[config.mk]
export PLATFORM = sky130hd
export DESIGN_NAME = traffic_light_monitor
export DESIGN_NICKNAME = d
export VERILOG_FILES = /design/src/rtl/traffic_light_monitor.sv
export SDC_FILE = /design/constraint.sdc
export NUM_CORES = 1
export LEC_CHECK = 0
export ABC_CLOCK_PERIOD_IN_PS = 3150
export BUFFER_PORTS_ARGS = -buffer_cell sky130_fd_sc_hd__buf_2
export CORE_MARGIN = 3
export CORE_UTILIZATION = 55
export DETAILED_ROUTE_END_ITERATION = 8
export GPL_TIMING_DRIVEN = 0
export HOLD_SLACK_MARGIN = 0.02
export MAX_ROUTING_LAYER = met4
export PLACE_DENSITY = 0.76
export SLEW_MARGIN = 20
export SYNTH_ARGS = -nofsm -noshare
export SYNTH_HDL_FRONTEND = slang
export SYNTH_SLANG_ARGS = --single-unit
[constraint.sdc]
create_clock -name clk -period 3.15 [get_ports clk]
set_input_delay 0.63 -clock clk [delete_from_list [all_inputs] [get_ports clk]]
set_output_delay 0.63 -clock clk [all_outputs]
set_load 0.01 [all_outputs]
[src/rtl/traffic_light_monitor.sv]
// traffic_light_monitor: protocol watchdog for the NS/EW lamp buses.
// Latches the first violation and blinks flash_on while faulted.
module traffic_light_monitor #(
  parameter int MIN_GREEN  = 2,
  parameter int MIN_YELLOW = 1,
  parameter int CNT_W      = 8,
  parameter int FLASH_HALF = 4
) (
  input  logic        clk,
  input  logic        rst,
  input  logic [1:0]  ns,
  input  logic [1:0]  ew,
  input  logic        fault_clr,
  output logic        fault,
  output logic [2:0]  fault_code,
  output logic        fault_dir,
  output logic        flash_on,
  output logic [15:0] cycle_cnt
);

  localparam logic [1:0] RED = 2'b00;
  localparam logic [1:0] GRN = 2'b01;
  localparam logic [1:0] YEL = 2'b10;
  localparam logic [1:0] ILL = 2'b11;

  localparam logic [CNT_W-1:0] DMAX = '1;
  localparam logic [CNT_W-1:0] MING =
    CNT_W'(MIN_GREEN);
  localparam logic [CNT_W-1:0] MINY =
    CNT_W'(MIN_YELLOW);

  localparam int DW =
    (FLASH_HALF > 1) ? $clog2(FLASH_HALF) : 1;
  localparam logic [DW-1:0] DIV_LAST =
    DW'(FLASH_HALF - 1);

  typedef enum logic [2:0] {
    C_NONE = 3'd0,
    C_ILL  = 3'd1,
    C_CONF = 3'd2,
    C_SEQ  = 3'd3,
    C_SG   = 3'd4,
    C_SY   = 3'd5
  } cause_t;

  logic [1:0]       ns_prev;
  logic [1:0]       ew_prev;
  logic [CNT_W-1:0] ns_dwell;
  logic [CNT_W-1:0] ew_dwell;
  logic [DW-1:0]    div;

  logic   ns_ill, ew_ill, conf;
  logic   ns_seq, ew_seq;
  logic   ns_sg, ew_sg;
  logic   ns_sy, ew_sy;
  logic   viol;
  cause_t cause;
  logic   vdir;
  logic   fault_d;
  logic [2:0] code_d;
  logic   dir_d;

  // Changes into ILL are reported as illegal only.
  function automatic logic seq_bad(
    input logic [1:0] p,
    input logic [1:0] c
  );
    logic ok;
    ok = (p == RED && c == GRN) ||
         (p == GRN && c == YEL) ||
         (p == YEL && c == RED);
    return (c != p) && (c != ILL) && !ok;
  endfunction

  // Raw per-check violation flags from the old history.
  always_comb begin
    ns_ill = (ns == ILL);
    ew_ill = (ew == ILL);
    conf   = (ns != RED) && (ew != RED);
    ns_seq = seq_bad(ns_prev, ns);
    ew_seq = seq_bad(ew_prev, ew);
    ns_sg  = (ns_prev == GRN) && (ns == YEL) &&
             (ns_dwell < MING);
    ew_sg  = (ew_prev == GRN) && (ew == YEL) &&
             (ew_dwell < MING);
    ns_sy  = (ns_prev == YEL) && (ns == RED) &&
             (ns_dwell < MINY);
    ew_sy  = (ew_prev == YEL) && (ew == RED) &&
             (ew_dwell < MINY);
  end

  // Pick the single highest-priority violation.
  always_comb begin
    cause = C_NONE;
    vdir  = 1'b0;
    priority case (1'b1)
      ns_ill: cause = C_ILL;
      ew_ill: begin cause = C_ILL; vdir = 1'b1; end
      conf:   cause = C_CONF;
      ns_seq: cause = C_SEQ;
      ew_seq: begin cause = C_SEQ; vdir = 1'b1; end
      ns_sg:  cause = C_SG;
      ew_sg:  begin cause = C_SG; vdir = 1'b1; end
      ns_sy:  cause = C_SY;
      ew_sy:  begin cause = C_SY; vdir = 1'b1; end
      default: ;
    endcase
    viol = (cause != C_NONE);
  end

  // Latch next-state: a same-edge violation beats a clear.
  always_comb begin
    fault_d = fault;
    code_d  = fault_code;
    dir_d   = fault_dir;
    if (viol && (!fault || fault_clr)) begin
      fault_d = 1'b1;
      code_d  = cause;
      dir_d   = vdir;
    end else if (fault_clr) begin
      fault_d = 1'b0;
      code_d  = 3'd0;
      dir_d   = 1'b0;
    end
  end

  // Fault latch registers.
  always_ff @(posedge clk or posedge rst) begin
    if (rst) begin
      fault      <= 1'b0;
      fault_code <= 3'd0;
      fault_dir  <= 1'b0;
    end else begin
      fault      <= fault_d;
      fault_code <= code_d;
      fault_dir  <= dir_d;
    end
  end

  // Per-direction last code and saturating dwell.
  always_ff @(posedge clk or posedge rst) begin
    if (rst) begin
      ns_prev  <= RED;
      ew_prev  <= RED;
      ns_dwell <= '0;
      ew_dwell <= '0;
    end else begin
      if (ns == ns_prev) begin
        if (ns_dwell != DMAX)
          ns_dwell <= ns_dwell + 1'b1;
      end else begin
        ns_prev  <= ns;
        ns_dwell <= CNT_W'(1);
      end
      if (ew == ew_prev) begin
        if (ew_dwell != DMAX)
          ew_dwell <= ew_dwell + 1'b1;
      end else begin
        ew_prev  <= ew;
        ew_dwell <= CNT_W'(1);
      end
    end
  end

  // Blink divider; cleared on the edge the fault drops.
  always_ff @(posedge clk or posedge rst) begin
    if (rst) begin
      div      <= '0;
      flash_on <= 1'b0;
    end else if (!fault || !fault_d) begin
      div      <= '0;
      flash_on <= 1'b0;
    end else if (div == DIV_LAST) begin
      div      <= '0;
      flash_on <= ~flash_on;
    end else begin
      div <= div + 1'b1;
    end
  end

  // Count clean NS yellow-to-red completions.
  always_ff @(posedge clk or posedge rst) begin
    if (rst) begin
      cycle_cnt <= 16'd0;
    end else if (ns_prev == YEL && ns == RED &&
                 !viol && !fault) begin
      cycle_cnt <= cycle_cnt + 16'd1;
    end
  end

endmodule

==> impl_results.md, run 1 <==
* Initial antenna violation count at 0
* Ys Warns at 0
* # nets final at 308
* Placement Setup Slack at 0.680 ns
* DR vias at 2,016
* Clk pin slew, worst setup/hold paths at 0.08 ns
* CP max stage delay at 0.43 ns
* IO Count at 29
* #FFs+latches synth at 44
* Post-Syn Area at 0.00257 mm²
* Final Hold Viols at 0
* Number of clock sinks at 44
* Final setup viols at 0
* Drt total wl at 4860 µm
* Startpoint Class: register
* Vias in the first global route at 1,781
* WL per Instance at 14.0 µm
* DR vias/cell at 5.81
* Crit end category: register
* Global-route wire length before repair at 7910 µm
* Min cycle time layout at 2.18 ns
* Pin count of the biggest net entering global routing at 26
* Final Wtd Congestion at 0.835
* Final period utilization at 0.691
* Mapped Nets at 272
* Clk_lat worst skew at 0.30 ns
* Fraction of layout cells with a size suffix above 1 at 0.217
* PostCTS Resize Cnt at 0
* Synth top area share at 0.428
* Pwr per Cell Area at 413 mW/mm²
* Port Buf Inserts at 28
* Dominant synthesized flop cell: dfrtp_1
* Number of synthesized flops with an enable pin at 0
* Remaining antenna violation count after routing at 0
* PnR worst setup slack at 0.975 ns
* Most common cell after layout, fill and taps aside: dfrtp_1
* Initial Util at 0.579
* CTS max path bufs at 2
* Syn Area/Cell at 9.94 µm²
* Max Freq at 460 MHz
* Peak supply drop at 0.236 mV
* P_leak at 1.36 nW
* Row count at 24
* Max FO, Critical Path at 10
* Worst path cell trace: inv_1 > ha_1 > nor4bb_1 > o211ai_1 > o31ai_4 > nor3b_1 > mux2_2
* ANT cells at 0
* Dominant cell type by area after synthesis: dfrtp_1
* Commonest non-fill, non-tap cells in the layout: 44 x dfrtp_1, 33 x buf_2, 20 x xor2_1
* 1st-iter DRT viols at 37
* Die area at 0.00554 mm²
* Req. time, crit path at 3.34 ns
* Largest cells by area after synthesis: dfrtp_1 43%, xor2_1 6.8%, nand4_1 3.4%
* Hold buffer count at CTS at 0
* Setup CP Type: reg -> reg
* Status: finished clean
* Max Cap Violations at 0
* Setup repair after global routing missed its margin: false
* Part of the Yosys area used for sequential elements at 0.428
* Post-Syn Instances at 259
* CTS tree: yes
* Hold slack at 0.318 ns
* Worst hold path type: in -> async
* Dpl hpwl at 3550 µm
* Clk root buf: clkbuf_8
* Die width at 74.4 µm
* Critical path arrival at 2.36 ns
* # DRC at 0
* Slew HR at 0.668
* Chip height at 74.4 µm
* Total CTS buffers at 5
* Setup TNS at 0 ns
* Clk_skew at 0.00717 ns
* Area of the core at 0.00444 mm²
* Syn-to-layout area delta at 11.9%
* Least-Margin Pin Slew at 0.494 ns
* Fraction of registers with async set/reset at 1.00
* Setup bufs post-CTS at 0
* GRT overflow at 0
* Library cells used by synthesis at 54
* H-tree Lvls at 2
* Critical path's slowest cell: dfrtp_1
* # fillers at 406
* Gr usage total at 0.188
* Slew Viols, Final at 0
* DRT Pass-1 Iters at 4
-- worst max-delay path: cells and delay by family, from the launching register on --
| family | cells | cell delay, ns |
|---|---|---|
| buffers and inverters | 1 | 0.08 |
| muxes | 1 | 0.39 |
| adders and majority gates | 1 | 0.17 |
| and+or+nand+nor | 2 | 0.52 |
| DFF | 1 | 0.43 |
| AOI/OAI and AO/OA | 2 | 0.48 |
-- stage by stage --
step	total power (W)	instances	utilization	cell area, µm²
2_1_floorplan	0.000802	259	-	2570
3_3_place_gp	0.000852	339	0.625	2780
3_5_place_dp	0.000864	340	0.630	2800
4_1_cts	0.00120	347	0.648	2880
5_1_grt	0.00126	347	0.648	2880
6_report	0.00119	347	0.648	2880
-- path summary, 6_finish.rpt --
| check | cells past startpoint | start | to | slack (ns) |
|---|---|---|---|---|
| worst min register to register | 1 | div[0] | div[0] | 0.46 |
| worst min-delay path | 2 | rst | cycle_cnt[5] | 0.32 |
| worst max-delay path | 7 | ns_dwell[1] | cycle_cnt[1] | 0.97 |
| max in group asynchronous | 3 | rst | ew_dwell[2] | 2.35 |
| min in group clk | 1 | div[0] | div[0] | 0.46 |
| worst max register to register | 7 | ns_dwell[1] | cycle_cnt[1] | 0.97 |
-- kinds of logic (layout without fill, tap and decap cells) --
family | count (synthesis) | count (layout) | synth area share
AND/OR/NAND/NOR | 117 | 117 | 0.274
flip-flops | 44 | 44 | 0.428
AO/OA/AOI/OAI | 37 | 37 | 0.113
XOR/XNOR | 28 | 28 | 0.0953
buffers and inverters | 24 | 60 | 0.0476
adder cells (fa/ha/maj) | 7 | 7 | 0.0335
multiplexers | 2 | 2 | 0.00826
-- cells in the mapped netlist (4+ instances only) --
master,instances
xor2_1,20
xnor2_1,8
nand3b_1,4
nor2b_1,4
ha_1,6
clkbuf_1,5
o21ai_0,9
and3_1,7
nand3_1,11
and4_1,4
nor3_2,8
buf_2,5
nor3b_1,4
nor4_1,6
nor3_1,5
inv_1,10
nor2_1,19
nand2_1,16
dfrtp_1,44
nand4_1,14
-- layout make-up --
cell class,instances,area (µm²),area share
Buffer,14,85.1,0.0295
Tap cell,52,65.1,0.0226
Sequential cell,44,1100,0.382
Clock inverter,2,12.5,0.00434
Multi-Input combinational cell,191,1350,0.469
Inverter,10,37.5,0.0130
Timing Repair Buffer,29,160,0.0556
Clock buffer,5,68.8,0.0239
-- where the power goes --
| group | internal [W] | switching [W] | leakage (nW) | total (W) |
|---|---|---|---|---|
| clock network | 0.000150 | 0.000191 | 0.0400 | 0.000341 |
| registers | 0.000602 | 0.0000293 | 0.581 | 0.000632 |
| logic | 0.0000978 | 0.000120 | 0.741 | 0.000217 |
| total | 0.000850 | 0.000340 | 1.36 | 0.00119 |
-- per-layer routing --
metal / vias up / GRT usage / wire length (µm)
met5: - / - / 0
met4: 0 / 0.0534 / 60
met3: 6 / 0.0446 / 185
met2: 33 / 0.297 / 2250
met1: 961 / 0.243 / 2370
li1: 1016 / - / -
-- sequential cells by signal, indices dropped and copies added (netlist names), 2 cells and up --
register / cells
cycle_cnt: 16
ew_dwell: 8
ns_dwell: 8
fault_code: 3
div: 2
ew_prev: 2
ns_prev: 2
Note: power is estimated with default switching activity, not from simulation.
==> inputs of run 2 (changes only) <==
ABC_AREA = 1   (was not set)
ABC_CLOCK_PERIOD_IN_PS = 2200   (was 3150)
clock period = 2.2 ns   (was 3.15 ns; I/O delays follow)
==> impl_results.md, run 2 <==
* Dominant cell type by area after synthesis: dfrtp_1 (unchanged)
* Sw Ratio at 0.260 (was 0.285)
* Max Cap Violations at 0 (unchanged)
* Dpl hpwl at 3850 µm (was 3550 µm)
* CTS tree: yes (unchanged)
* Peak supply drop at 0.301 mV (was 0.236 mV)
* Req. time, crit path at 2.45 ns (was 3.34 ns)
* Mapped Nets at 340 (was 272)
* NetSw at 0.000457 W (was 0.000340 W)
* Most flops, register: cycle_cnt (unchanged)
* ANT cells at 0 (unchanged)
* Placement Setup Slack at 0.402 ns (was 0.680 ns)
* Final Non-Filler Cells at 415 (was 347)
* Initial antenna violation count at 0 (unchanged)
* Final setup viols at 0 (unchanged)
* H-tree Lvls at 2 (unchanged)
* Final Wtd Congestion at 0.879 (was 0.835)
* Critical path arrival at 1.97 ns (was 2.36 ns)
* Syn Area/Cell at 7.82 µm² (was 9.94 µm²)
* Startpoint Class: register (unchanged)
* # DRC at 0 (unchanged)
* Total power at 0.00176 W (was 0.00119 W)
* Most frequent cell after synthesis: nand2_1 (was dfrtp_1)
* Global-route wire length before repair at 8740 µm (was 7910 µm)
* Largest regs: cycle_cnt: 16 flops, ew_dwell: 8 flops, ns_dwell: 8 flops (unchanged)
* R2R Setup Slk at 0.48 ns (was 0.97 ns)
* Ys Warns at 0 (unchanged)
* Die width at 74.2 µm (was 74.4 µm)
* Clk pwr share at 0.348 (was 0.286)
* Most common cell after layout, fill and taps aside: nand2_1 (was dfrtp_1)
* Remaining antenna violation count after routing at 0 (unchanged)
* Initial Util at 0.579 (about the same)
* Number of clock sinks at 44 (unchanged)
* GRT overflow at 0 (unchanged)
* Row count at 24 (unchanged)
* Fraction of registers with async set/reset at 1.00 (unchanged)
* Least-Margin Pin Slew at 0.395 ns (was 0.494 ns)
* Max Freq at 581 MHz (was 460 MHz)
* WL per Instance at 12.3 µm (was 14.0 µm)
* Post-Syn Instances at 327 (was 259)
* Worst hold path type: in -> async (unchanged)
* Setup TNS at 0 ns (unchanged)
* CTS max path bufs at 2 (unchanged)
* 1st-iter DRT viols at 162 (was 37)
* Pwr per Cell Area at 609 mW/mm² (was 413 mW/mm²)
* Total CTS buffers at 5 (unchanged)
* Commonest cells in the netlist: 77 x nand2_1, 44 x dfrtp_1, 39 x inv_1, 33 x nand3_1, 28 x nor2_1 (was 44 x dfrtp_1, 20 x xor2_1, 19 x nor2_1, 16 x nand2_1, 14 x nand4_1)
* Hold buffer count at CTS at 0 (unchanged)
* DP Cell Count at 407 (was 340)
* Fraction of layout cells with a size suffix above 1 at 0.185 (was 0.217)
* DR vias at 2,198 (was 2,016)
* Largest cells by area after synthesis: dfrtp_1 43%, nand2_1 11%, nand3_1 6.5% (was dfrtp_1 43%, xor2_1 6.8%, nand4_1 3.4%)
* Clk pin slew, worst setup/hold paths at 0.09 ns (was 0.08 ns)
* DR vias/cell at 5.30 (was 5.81)
* Reg2reg end: cycle_cnt[12] (was cycle_cnt[1])
* Cell internal pwr at 0.00130 W (was 0.000850 W)
* Chip height at 74.2 µm (was 74.4 µm)
* # nets final at 375 (was 308)
* Length in cells of the worst reg-to-reg path at 8 (was 7)
* Synth top area share at 0.431 (was 0.428)
* DRT Pass-1 Iters at 4 (unchanged)
* IO Count at 29 (unchanged)
* PnR worst setup slack at 0.479 ns (was 0.975 ns)
* Setup bufs post-CTS at 0 (unchanged)
* Vias in the first global route at 2,052 (was 1,781)
* Min cycle time layout at 1.72 ns (was 2.18 ns)
* Final period utilization at 0.782 (was 0.691)
* Part of the Yosys area used for sequential elements at 0.431 (was 0.428)
* P_leak at 1.55 nW (was 1.36 nW)
* Max FO, Critical Path at 5 (was 10)
* Combinational Power Share at 0.145 (was 0.183)
* Reg-to-Reg Start: cycle_cnt[0] (was ns_dwell[1])
* Library cells used by synthesis at 31 (was 54)
* Dominant synthesized flop cell: dfrtp_1 (unchanged)
* Setup repair after global routing missed its margin: false (unchanged)
* Syn-to-layout area delta at 12.8% (was 11.9%)
* Die area at 0.00550 mm² (was 0.00554 mm²)
* Area of the core at 0.00441 mm² (was 0.00444 mm²)
* Number of synthesized flops with an enable pin at 0 (unchanged)
* Clk_lat worst skew at 0.30 ns (about the same)
* Largest register FFs at 16 (unchanged)
* Slew Viols, Final at 0 (unchanged)
* #FFs+latches synth at 44 (unchanged)
* PostCTS Resize Cnt at 0 (unchanged)
* Port Buf Inserts at 27 (was 28)
* Pin count of the biggest net entering global routing at 31 (was 26)
* Drt total wl at 5120 µm (was 4860 µm)
* Setup CP Type: reg -> reg (unchanged)
* Post-Syn Area at 0.00256 mm² (was 0.00257 mm²)
* Status: finished clean (unchanged)
* Clk root buf: clkbuf_8 (unchanged)
* Clk_skew at 0.00881 ns (was 0.00717 ns)
* Crit end category: register (unchanged)
* Final Hold Viols at 0 (unchanged)
* Sequential power share at 0.507 (was 0.531)
* Gr usage total at 0.210 (was 0.188)
* Commonest non-fill, non-tap cells in the layout: 77 x nand2_1, 44 x dfrtp_1, 38 x inv_1 (was 44 x dfrtp_1, 33 x buf_2, 20 x xor2_1)
* Slew HR at 0.736 (was 0.668)
[run 2: cell count changes in the layout (fill, tap and decap cells not counted), sizes merged, moves of 5 or more]
cell and delta:
xor2 -9, nand2 +71, inv +33, nor2 +10, nor4 -5, nand3 +23
nand4 -8, o21ai +14, and3 -7
[run 2: worst max-delay path by stage]
stage | start | to | slack (ns)
after CTS | cycle_cnt[0] | cycle_cnt[12] | 0.47
final | cycle_cnt[0] | cycle_cnt[12] | 0.48
after global routing | cycle_cnt[0] | cycle_cnt[12] | 0.28
after floorplan | ns[0] | cycle_cnt[6] | 0.60
after global placement | rst | ns_dwell[3] | 0.15
after detailed placement | ew[1] | cycle_cnt[13] | 0.40
[run 2: area by class of cell]
| cell class | count | area, µm² |
|---|---|---|
| fill | 386 | 1530 |
| multi-input combinational | 231 | 1230 |
| sequential | 44 | 1100 |
| inverter | 43 | 164 |
| timing repair buffer | 28 | 155 |
| clock buffer | 6 | 72.6 |
| tap | 52 | 65.1 |
| buffer | 9 | 62.6 |
| clock inverter | 2 | 35.0 |
[run 2: cells by family (layout without fill, tap and decap cells)]
family                     count (synthesis)  after routing  synth area share
DFF                                       44             44             0.431
and+or+nand+nor                          172            172             0.308
adders and majority gates                  6              6            0.0294
buffers and inverters                     52             88            0.0886
AOI/OAI and AO/OA                         34             34            0.0783
xor gates and xnor gates                  19             19            0.0651
[run 2: per-layer routing]
metal | up-vias | GRT usage | part of all wire
met1 | 1025 | 0.260 | 0.46
met4 | 0 | 0.0805 | 0.019
met3 | 7 | 0.0405 | 0.039
li1 | 1117 | - | -
met2 | 49 | 0.339 | 0.48
met5 | - | - | 0
[run 2: power groups by stage]
stage,clock network [W],registers (W),logic (W)
after detailed placement,0,0.000907,0.000257
after floorplan,0,0.000909,0.000180
after CTS,0.000628,0.000891,0.000259
final,0.000611,0.000890,0.000255
after global placement,0,0.000904,0.000242
after global routing,0.000656,0.000896,0.000291
[run 2: stage by stage]
| stage | utilization | hold WS (ns) | cell area [µm²] |
|---|---|---|---|
| after floorplan | - | 0.465 | 2560 |
| after global placement | 0.625 | 0.480 | 2760 |
| after detailed placement | 0.629 | 0.422 | 2780 |
| after CTS | 0.654 | 0.0992 | 2890 |
| after global routing | 0.654 | 0.106 | 2890 |
| final | 0.654 | 0.0974 | 2890 |
[run 2: worst max-delay path, cell delays in order (launching register included)]
cell and delay (ns):
dfrtp_1 0.44, ha_1 0.21, nand3_1 0.13, nor2_1 0.23, nand2_1 0.13, nor3_1 0.20
xor2_1 0.17, nand3_1 0.09, nand2_1 0.07
